## config.mk

```make
export PLATFORM = sky130hd
export DESIGN_NAME = uart_imem_loader
export DESIGN_NICKNAME = d
export VERILOG_FILES = /design/src/rtl/uart_imem_loader_pkg.sv /design/src/rtl/uart_imem_loader_sync_edge_detect.sv /design/src/rtl/uart_imem_loader.sv
export SDC_FILE = /design/constraint.sdc
export NUM_CORES = 1
export LEC_CHECK = 0
export BUFFER_PORTS_ARGS = -buffer_cell sky130_fd_sc_hd__buf_4
export CAP_MARGIN = 20
export CORE_MARGIN = 4
export CORE_UTILIZATION = 60
export DETAILED_ROUTE_END_ITERATION = 8
export GPL_TIMING_DRIVEN = 0
export PLACE_DENSITY_LB_ADDON = 0.25
export SETUP_SLACK_MARGIN = 0.1
export SLEW_MARGIN = 5
export SYNTH_ARGS = -nofsm -noshare
export SYNTH_HDL_FRONTEND = slang
export SYNTH_SLANG_ARGS = --single-unit
```

## constraint.sdc

```tcl
create_clock -name clk -period 9.5 [get_ports clk]
set_clock_uncertainty 0.15 [all_clocks]
set_input_delay 0 -clock clk [delete_from_list [all_inputs] [get_ports clk]]
set_output_delay 0 -clock clk [all_outputs]
set_load 0.02 [all_outputs]
```

## src/rtl/uart_imem_loader_pkg.sv

```systemverilog
// Shared types and image-format constants for the UART instruction-memory loader.
package uart_imem_loader_pkg;

    // Loader sequencing: wait for a request, read the length header, stream words, pulse done.
    typedef enum logic [1:0] {
        ST_IDLE = 2'd0,
        ST_LEN  = 2'd1,
        ST_DATA = 2'd2,
        ST_DONE = 2'd3
    } loader_state_t;

    // Little-endian image layout: a 4-byte word count followed by 4-byte words.
    localparam int unsigned HEADER_BYTES   = 4;
    localparam int unsigned BYTES_PER_WORD = 4;

    // Little-endian assembly: each new byte enters at the top, so after four
    // bytes the first byte received sits in bits [7:0].
    function automatic logic [31:0] shift_in_byte(input logic [31:0] acc,
                                                  input logic [7:0]  new_byte);
        return {new_byte, acc[31:8]};
    endfunction

endpackage

```

## src/rtl/uart_imem_loader_sync_edge_detect.sv

```systemverilog
// Two-flop synchronizer for an asynchronous level input, followed by a
// single-cycle rising-edge pulse. Reusable for any button or board pin.
module sync_edge_detect (
    input  logic clk,
    input  logic rst,
    input  logic async_in,
    output logic rise_pulse
);

    logic sync1_q, sync1_d;
    logic sync2_q, sync2_d;
    logic prev_q,  prev_d;

    // Next-state: shift the input through the synchronizer and remember the last level.
    always_comb begin
        sync1_d = async_in;
        sync2_d = sync1_q;
        prev_d  = sync2_q;
    end

    // Synchronizer and edge-history registers.
    always_ff @(posedge clk or posedge rst) begin
        if (rst) begin
            sync1_q <= 1'b0;
            sync2_q <= 1'b0;
            prev_q  <= 1'b0;
        end else begin
            sync1_q <= sync1_d;
            sync2_q <= sync2_d;
            prev_q  <= prev_d;
        end
    end

    // A held-high level produces exactly one pulse.
    assign rise_pulse = sync2_q & ~prev_q;

endmodule

```

## src/rtl/uart_imem_loader.sv

```systemverilog
// Boot loader: turns a UART byte stream (length header + little-endian words)
// into sequential single-cycle instruction-memory writes starting at word 0,
// holding the CPU while loading and pulsing load_done when the image is in.
module uart_imem_loader
    import uart_imem_loader_pkg::*;
#(
    parameter int IMEM_WORDS     = 1024,
    parameter int ADDR_W         = 10,
    parameter int TIMEOUT_CYCLES = 1_000_000
) (
    input  logic              clk,
    input  logic              rst,
    input  logic              flash,
    input  logic              byte_valid,
    input  logic [7:0]        byte_data,
    output logic              imem_we,
    output logic [ADDR_W-1:0] imem_addr,
    output logic [31:0]       imem_wdata,
    output logic              cpu_hold,
    output logic              load_done,
    output logic              load_error,
    output logic [ADDR_W:0]   words_loaded
);

    // Idle counter only has to reach TIMEOUT_CYCLES-1.
    localparam int TMO_W = (TIMEOUT_CYCLES > 2) ? $clog2(TIMEOUT_CYCLES) : 1;
    localparam logic [TMO_W-1:0] TMO_LAST     = TMO_W'(TIMEOUT_CYCLES - 1);
    localparam logic [1:0]       HDR_LAST_IDX = 2'(HEADER_BYTES - 1);
    localparam logic [1:0]       WRD_LAST_IDX = 2'(BYTES_PER_WORD - 1);
    localparam logic [31:0]      MAX_WORDS    = 32'(IMEM_WORDS);

    logic flash_start;

    sync_edge_detect u_flash_sync (
        .clk        (clk),
        .rst        (rst),
        .async_in   (flash),
        .rise_pulse (flash_start)
    );

    loader_state_t     state_q,    state_d;
    logic [1:0]        byte_idx_q, byte_idx_d;
    logic [31:0]       shift_q,    shift_d;
    logic [ADDR_W:0]   len_q,      len_d;
    logic [ADDR_W:0]   words_q,    words_d;
    logic [TMO_W-1:0]  tmo_q,      tmo_d;
    logic              we_q,       we_d;
    logic [31:0]       wdata_q,    wdata_d;
    logic              err_q,      err_d;

    logic [31:0]       assembled;
    logic              timed_out;
    logic              last_write;

    // Next-state and datapath: header parse, word assembly, write issue, timeout.
    always_comb begin
        state_d    = state_q;
        byte_idx_d = byte_idx_q;
        shift_d    = shift_q;
        len_d      = len_q;
        words_d    = words_q;
        tmo_d      = tmo_q;
        we_d       = 1'b0;
        wdata_d    = wdata_q;
        err_d      = err_q;
        assembled  = shift_in_byte(shift_q, byte_data);
        timed_out  = 1'b0;
        last_write = we_q && ((words_q + 1'b1) == len_q);

        // Idle-cycle counting while a load is in progress; any byte resets it.
        if ((state_q == ST_LEN) || (state_q == ST_DATA)) begin
            if (byte_valid) begin
                tmo_d = '0;
            end else if (tmo_q == TMO_LAST) begin
                timed_out = 1'b1;
            end else begin
                tmo_d = tmo_q + 1'b1;
            end
        end

        case (state_q)
            ST_IDLE: begin
                // Stray bytes here (including trailing bytes of an image) are dropped.
            end

            ST_LEN: begin
                if (byte_valid) begin
                    shift_d    = assembled;
                    byte_idx_d = byte_idx_q + 1'b1;
                    if (byte_idx_q == HDR_LAST_IDX) begin
                        if (assembled == 32'd0) begin
                            state_d = ST_DONE;
                        end else if (assembled > MAX_WORDS) begin
                            // Rejecting oversize images keeps the write address in range.
                            state_d = ST_IDLE;
                            err_d   = 1'b1;
                        end else begin
                            state_d = ST_DATA;
                            len_d   = assembled[ADDR_W:0];
                        end
                    end
                end else if (timed_out) begin
                    state_d    = ST_IDLE;
                    err_d      = 1'b1;
                    byte_idx_d = '0;
                    tmo_d      = '0;
                end
            end

            ST_DATA: begin
                // The write strobe issued last cycle lands now; count it.
                if (we_q) begin
                    words_d = words_q + 1'b1;
                end
                // Bytes keep flowing during the write cycle, so the finished
                // word is held in its own register apart from the shifter.
                if (byte_valid) begin
                    shift_d    = assembled;
                    byte_idx_d = byte_idx_q + 1'b1;
                    if (byte_idx_q == WRD_LAST_IDX) begin
                        we_d    = 1'b1;
                        wdata_d = assembled;
                    end
                end
                // A completed image wins over a coincident timeout.
                if (last_write) begin
                    state_d    = ST_DONE;
                    we_d       = 1'b0;
                    byte_idx_d = '0;
                end else if (timed_out) begin
                    state_d    = ST_IDLE;
                    err_d      = 1'b1;
                    byte_idx_d = '0;
                    tmo_d      = '0;
                end
            end

            ST_DONE: begin
                state_d = ST_IDLE;
            end

            default: begin
                state_d = ST_IDLE;
            end
        endcase

        // A new request restarts from scratch and discards any byte this cycle.
        if (flash_start) begin
            state_d    = ST_LEN;
            byte_idx_d = '0;
            shift_d    = '0;
            len_d      = '0;
            words_d    = '0;
            tmo_d      = '0;
            we_d       = 1'b0;
            err_d      = 1'b0;
        end
    end

    // Loader state registers; reset aborts any load in progress.
    always_ff @(posedge clk or posedge rst) begin
        if (rst) begin
            state_q    <= ST_IDLE;
            byte_idx_q <= '0;
            shift_q    <= '0;
            len_q      <= '0;
            words_q    <= '0;
            tmo_q      <= '0;
            we_q       <= 1'b0;
            wdata_q    <= '0;
            err_q      <= 1'b0;
        end else begin
            state_q    <= state_d;
            byte_idx_q <= byte_idx_d;
            shift_q    <= shift_d;
            len_q      <= len_d;
            words_q    <= words_d;
            tmo_q      <= tmo_d;
            we_q       <= we_d;
            wdata_q    <= wdata_d;
            err_q      <= err_d;
        end
    end

    // Write address is the running word count, so words land at 0, 1, 2, ...
    assign imem_we      = we_q;
    assign imem_addr    = words_q[ADDR_W-1:0];
    assign imem_wdata   = wdata_q;
    assign cpu_hold     = (state_q != ST_IDLE);
    assign load_done    = (state_q == ST_DONE);
    assign load_error   = err_q;
    assign words_loaded = words_q;

endmodule

```

==> summary.txt, run 1 <==
Run status
  – Status: completed

Synth
  – Area leader, netlist: dfrtp_1
  – Synth Flop Type: dfrtp_1
  – Net Count, Synth: 529
  – Post-synth EDFFs: 0
  – Top-count cell post-synth: dfrtp_1
  – Synthesized area per cell: about 11 µm²
  – Seq/Total Area, Yosys: about 50%
  – Post-synthesis xor/xnor area fraction: 6.24%
  – Post-Synth Adder-Cell Area: 1.62%
  – Synth top area share: 49.5%
  – Compound-Gate Fraction of Synth Area: 12.2%
  – Post-synthesis mux area share: 8.50%
  – Combinational family with the most area after synthesis: simple AND/OR/NAND/NOR gates
  – Synth top cells by count: dfrtp_1 (107), nor2_1 (57), nand2_1 (43), mux2_2 (32), a22o_1 (27)
  – Seq cells post-synth: between 100 and 150
  – Mapped Area: between 5000 and 6000 µm²
  – Synth Instances: roughly 500
  – YS warnings: 0
  – Asr flop ratio synth: between 90% and 100%
  – Simple-Gate Fraction of Synth Area: 17.8%
  – Netlist cell types: 67
  – Top cells by area, synth: dfrtp_1 (49%), mux2_2 (6.7%), a22o_1 (4.4%)

Final layout
  – Share of cells above drive strength 1: 25.3%
  – P&R area growth vs syn: 17.9%
  – Fin area: between 6000 and 7000 µm²
  – Final #Nets: 618
  – Number of antenna diodes: 0
  – Finished Layout Cells: 712

Timing
  – Crit path time final: 3.03 ns
  – Highest Clock Rate: 330 MHz
  – Slew Viols, Final: 0
  – RSZ-0062 raised after global routing: no
  – Tightest Pin Transition: 0.699 ns
  – Fin crit share: 31.9%
  – Final TNS setup: 0 ns
  – Hold violation count in the final report: 0
  – Finish-stage setup viols: 0
  – Worst slew margin: 53.4%

Route
  – DR pass1 iterations: 5
  – Post-route DRC violation count: 0
  – Via count: 4205
  – Post-DR wirelength/cell: 17.5 µm
  – Vias per Instance: 5.91
  – Post-DRT Antenna Nets: 0
  – Final wirelength: 12500 µm
  – Initial drt markers: ~210

Clock network
  – Clk sink count: 107
  – Root Buffer: clkbuf_8
  – Max clock buf depth: 2
  – Clock-pin slew on the worst setup and hold paths: 0.11 ns
  – Hold_buf cts: 10
  – Worst-Skew Late Latency: 0.37 ns
  – TritonCTS clock tree: built
  – Post-CTS Resized: 0
  – CTS HTree Levels: 3
  – Clock buffer count from CTS: 9
  – Post-CTS Setup Bufs: 0

Floorplanning
  – Core box area: 8760 µm²
  – Die Y: 103 µm
  – Row count: 34
  – Die width: 103 µm
  – Initial core utilization: about three fifths
  – I/O pins: 69
  – Die area: ~11000 µm²

Global route
  – First-pass GRT wire length: 20600 µm
  – Pin count of the biggest net entering global routing: 55
  – Total grt overflow: 0
  – Total Routing Usage GR: 24.9%
  – Vias in the first global route: 4150
  – Initial antenna violation count: 0

Power
  – Static Leakage: 3.00 nW
  – Pwr dens: ~210 nW/µm²
  – Maximum vdd ir drop: approximately 170 µV

Worst setup path
  – CP required: 9.62 ns
  – R2R Setup Slk: 6.47 ns
  – Critical path class: reg2reg
  – CP Data Arrival Time: 3.16 ns
  – Crit path launch type: flip-flop
  – Crit path max fanout: 10
  – Crit end category: flip-flop

Place
  – IO Port Bufs: 67
  – Placer congestion estimate: 0.874
  – Dpl hpwl: 8940 µm
  – Placed Cells incl. Taps: 686
  – Post-DP Area: 6080 µm²

Hold path
  – HP Class: in2reg

Job
  – Max-cap violations: 0
[layout by cell type, fill, tap and decap left out, types with 16 or more instances in the layout]
cell type	Yosys	final
nor2_1	57	57
clkbuf_1	16	16
mux2_2	32	32
buf_4	12	79
xnor2_1	20	20
a22o_1	27	27
a21oi_1	18	18
nand2_1	43	43
nand3_1	21	21
dfrtp_1	107	107
[where the power goes]
part | leakage (nW) | total [mW] | switching [mW] | internal (mW)
registers | 1.46 | 0.617 | 0.0795 | 0.537
logic | 1.43 | 0.447 | 0.262 | 0.185
clock network | 0.102 | 0.284 | 0.179 | 0.105
[critical path: stages, from the launching register on]
cell and delay [ns]:
dfrtp_1 0.58, ha_1 0.21, buf_2 0.18, nand2_1 0.15
nor2_1 0.18, xnor2_1 0.09, a2111o_1 0.40, nor4_2 0.53
nand2_2 0.18, a32o_1 0.28
[per-layer routing]
metal,vias up,global-route usage [%],part of all wire (%)
li1,1981,-,-
met1,2085,33.2,44
met2,122,41.1,49
met3,17,5.82,5.8
met4,0,7.07,1.2
met5,-,0,0
[cell families (layout without fill, tap and decap cells)]
family	count (synthesis)	after routing
flip-flops	107	107
XOR/XNOR	36	36
AO/OA/AOI/OAI	86	86
AND/OR/NAND/NOR	186	186
buffers and inverters	46	140
adder cells (fa/ha/maj)	7	7
multiplexers	42	42
[through the flow]
stage                     setup slack [ns]  hold WS, ns  power [mW]  utilization (%)
after floorplan                       6.53       -0.119       0.906                -
after CTS                             6.48       0.0474        1.35             72.9
after detailed placement              6.50      -0.0391        1.06             69.4
after global routing                  6.29        0.113        1.43             72.9
final                                 6.47       0.0558        1.35             72.9
after global placement                5.46      -0.0396        1.05             69.1
[state kept, by name, indices dropped and copies added, names as in the netlist]
register and cells:
byte_idx_q 2, imem_wdata 32, imem_we 1, len_q 11, load_error 1, shift_q 24
state_q 2, tmo_q 20, u_flash_sync.prev_d 1, u_flash_sync.prev_q 1, u_flash_sync.sync1_q 1, words_loaded 11
[worst paths after layout]
| check | cells after the start | to | from |
|---|---|---|---|
| worst max-delay path | 9 | load_error | words_loaded[1] |
| worst min-delay path | 4 | len_q[10] | byte_valid |
| worst max register to register | 9 | load_error | words_loaded[1] |
| worst min register to register | 0 | u_flash_sync.prev_d | u_flash_sync.sync1_q |
| max in group asynchronous | 4 | shift_q[19] | rst |
| min in group asynchronous | 3 | tmo_q[12] | rst |
[layout make-up]
type | count | area, µm²
Sequential cell | 107 | 2680
Multi-Input combinational cell | 357 | 2510
Fill cell | 641 | 2380
Timing Repair Buffer | 78 | 631
Buffer | 34 | 178
Tap cell | 108 | 135
Clock buffer | 9 | 124
Clock inverter | 7 | 78.8
Inverter | 12 | 47.5
(Power assumes the default switching activity.)
==> inputs of run 2 (changes only) <==
Settings changed: CORE_UTILIZATION 60 to 52.
Clock period 9.5 ns to 2.6 ns, I/O delays scaled along.
==> run 2 against run 1 <==
  * Clock power grew to 3.7 times the previous value
  * Utilization shrank 3.5 points
  * Sequential share of layout area fell by 3.0 points
  * Register-to-register slack lost 6.4 ns
  * Setup slack worse by 6.4 ns
  * Largest cell class unchanged
  * Cell count grew 8.3%
  * Highest routed layer unchanged
  * Cell area grew 8.2%
==> summary.txt, run 2 (same netlist as run 1, synthesis figures left out) <==
Job
  – Max-cap violations: 0 (unchanged)

Floorplanning
  – Die width: 110 µm (was 103 µm)
  – Core box area: 9950 µm² (was 8760 µm²)
  – Die area: 12100 µm² (was 10600 µm²)
  – Initial core utilization: 54.4% (was 61.8%)
  – I/O pins: 69 (unchanged)
  – Die Y: 110 µm (was 103 µm)
  – Row count: 36 (was 34)

Run status
  – Status: completed (unchanged)

Global route
  – Total Routing Usage GR: 22.5% (was 24.9%)
  – Total grt overflow: 0 (unchanged)
  – First-pass GRT wire length: 21400 µm (was 20600 µm)
  – Initial antenna violation count: 0 (unchanged)
  – Vias in the first global route: 4249 (was 4150)
  – Pin count of the biggest net entering global routing: 30 (was 55)

Timing
  – Tightest Pin Transition: 0.590 ns (was 0.699 ns)
  – Slew Viols, Final: 0 (unchanged)
  – Worst setup margin: 0.0717 ns (was 6.47 ns)
  – Worst slew margin: 60.6% (was 53.4%)
  – Highest Clock Rate: 396 MHz (was 330 MHz)
  – Final TNS setup: 0 ns (unchanged)
  – Finish-stage setup viols: 0 (unchanged)
  – RSZ-0062 raised after global routing: yes (was no)
  – Fin crit share: 97.2% (was 31.9%)
  – Hold violation count in the final report: 0 (unchanged)
  – Crit path time final: 2.53 ns (was 3.03 ns)

Route
  – DR pass1 iterations: 5 (unchanged)
  – Initial drt markers: 246 (was 213)
  – Final wirelength: 13100 µm (was 12500 µm)
  – Post-DRT Antenna Nets: 0 (unchanged)
  – Via count: 4352 (was 4205)
  – Post-DR wirelength/cell: 17.0 µm (was 17.5 µm)
  – Vias per Instance: 5.64 (was 5.91)
  – Post-route DRC violation count: 0 (unchanged)

Power
  – Maximum vdd ir drop: 491 µV (was 173 µV)
  – Total chip power: 5.10 mW (was 1.35 mW)
  – Static Leakage: 3.25 nW (was 3.00 nW)
  – Pwr dens: 739 nW/µm² (was 211 nW/µm²)

Final layout
  – Final core occ: 69.4% (was 72.9%)
  – Finished Layout Cells: 771 (was 712)
  – Max FFs per register: 32 (unchanged)
  – Number of antenna diodes: 0 (unchanged)
  – Most common cell after layout, fill and taps aside: buf_4 (was dfrtp_1)
  – Final #Nets: 652 (was 618)
  – P&R area growth vs syn: 27.5% (was 17.9%)
  – Share of cells above drive strength 1: 33.9% (was 25.3%)
  – Fill count: 744 (was 641)
  – Register area: 2690 µm² (was 2680 µm²)
  – Multi-input logic area: 2680 µm² (was 2510 µm²)
  – Most frequent cells in the layout: buf_4 (110), dfrtp_1 (98), nor2_1 (57) (was dfrtp_1 (107), buf_4 (79), nor2_1 (57))

Worst setup path
  – Worst Setup SP: shift_q[25] (was words_loaded[1])
  – Worst reg2reg path depth: 7 (was 9)
  – Crit end category: flip-flop (unchanged)
  – RR Startpoint: shift_q[25] (was words_loaded[1])
  – Worst R2R End: len_q[8] (was load_error)
  – Crit path launch type: flip-flop (unchanged)
  – CP Data Arrival Time: 2.62 ns (was 3.16 ns)
  – R2R Setup Slk: 0.07 ns (was 6.47 ns)
  – Critical Path Sink: len_q[8] (was load_error)
  – Critical path class: reg2reg (unchanged)
  – Crit path max fanout: 5 (was 10)
  – CP required: 2.70 ns (was 9.62 ns)

Hold path
  – HP Class: in2async (was in2reg)

Clock network
  – Clk sink count: 107 (unchanged)
  – Root Buffer: clkbuf_8 (unchanged)
  – Clock-pin slew on the worst setup and hold paths: 0.12 ns (was 0.11 ns)
  – Clock buffer count from CTS: 9 (unchanged)
  – TritonCTS clock tree: built (unchanged)
  – Max clock buf depth: 2 (unchanged)
  – CTS HTree Levels: 3 (unchanged)
  – Worst-Skew Late Latency: 0.38 ns (was 0.37 ns)

Place
  – Dpl hpwl: 9150 µm (was 8940 µm)
  – Placer congestion estimate: 0.857 (was 0.874)
  – Pre-CTS setup slack: -0.215 ns (was 6.50 ns)
  – Placed Cells incl. Taps: 713 (was 686)
  – IO Port Bufs: 67 (unchanged)
-- run 2: cell count changes in the layout (fill, tap and decap cells not counted), sizes merged --
cell,change
buf,+35
clkbuf,-1
clkinv,-1
clkinvlp,+1
-- run 2: how the worst min path moves through the flow --
| stage | to | slack (ns) | depth (start not counted) |
|---|---|---|---|
| 6_report | imem_wdata[22] | 0.07 | 3 |
| 5_1_grt | imem_wdata[22] | 0.13 | 3 |
| 4_1_cts | imem_wdata[22] | 0.08 | 3 |
| 3_5_place_dp | imem_wdata[22] | -0.05 | 2 |
| 3_3_place_gp | u_flash_sync.sync1_q | -0.04 | 1 |
| 2_1_floorplan | u_flash_sync.sync1_q | -0.12 | 0 |
-- run 2: power breakdown --
| group | total, mW | switching, mW | leakage [nW] | internal (mW) |
|---|---|---|---|---|
| clock network | 1.04 | 0.655 | 0.103 | 0.386 |
| registers | 2.27 | 0.305 | 1.45 | 1.96 |
| logic | 1.79 | 1.00 | 1.70 | 0.791 |
-- run 2: per-layer routing --
metal | wire length [µm] | share of wire [%] | GRT usage, %
met5 | 0 | 0 | 0
met2 | 6430 | 49 | 36.6
met4 | 225 | 1.7 | 6.59
met3 | 762 | 5.8 | 3.44
met1 | 5700 | 43 | 31.3
-- run 2: final cells by class --
type | instances | share of cell area (%)
multi-input cells | 357 | 38.8
inverters | 12 | 0.707
repair buffers | 114 | 13.4
flip-flops and latches | 107 | 38.9
clock buffers | 9 | 1.79
plain buffers | 32 | 2.88
clock inverters | 7 | 1.11
well taps | 133 | 2.41
-- run 2: worst max-delay path: stages (launching register included) --
cell and delay (ns):
dfrtp_1 0.42, or4_4 0.53, nor4_4 0.29, nand4_1 0.18, nor3b_2 0.31, buf_4 0.22, mux2i_2 0.23, nor2_1 0.07
-- run 2: what timing repair did --
item,in CTS,in global routing
hold endpoints to repair,68,0
endpoints found under the setup margin,36,42
hold buffers,10,0
pin swaps,11,22
cloned,1,0
buffers inserted,7,26
gates resized for setup,18,29
-- run 2: per-stage QoR --
stage / hold WS, ns / area [µm²]
after global routing: 0.127 / 6910
after global placement: -0.0404 / 6120
after floorplan: -0.119 / 5450
after CTS: 0.0846 / 6610
final: 0.0740 / 6910
after detailed placement: -0.0530 / 6180
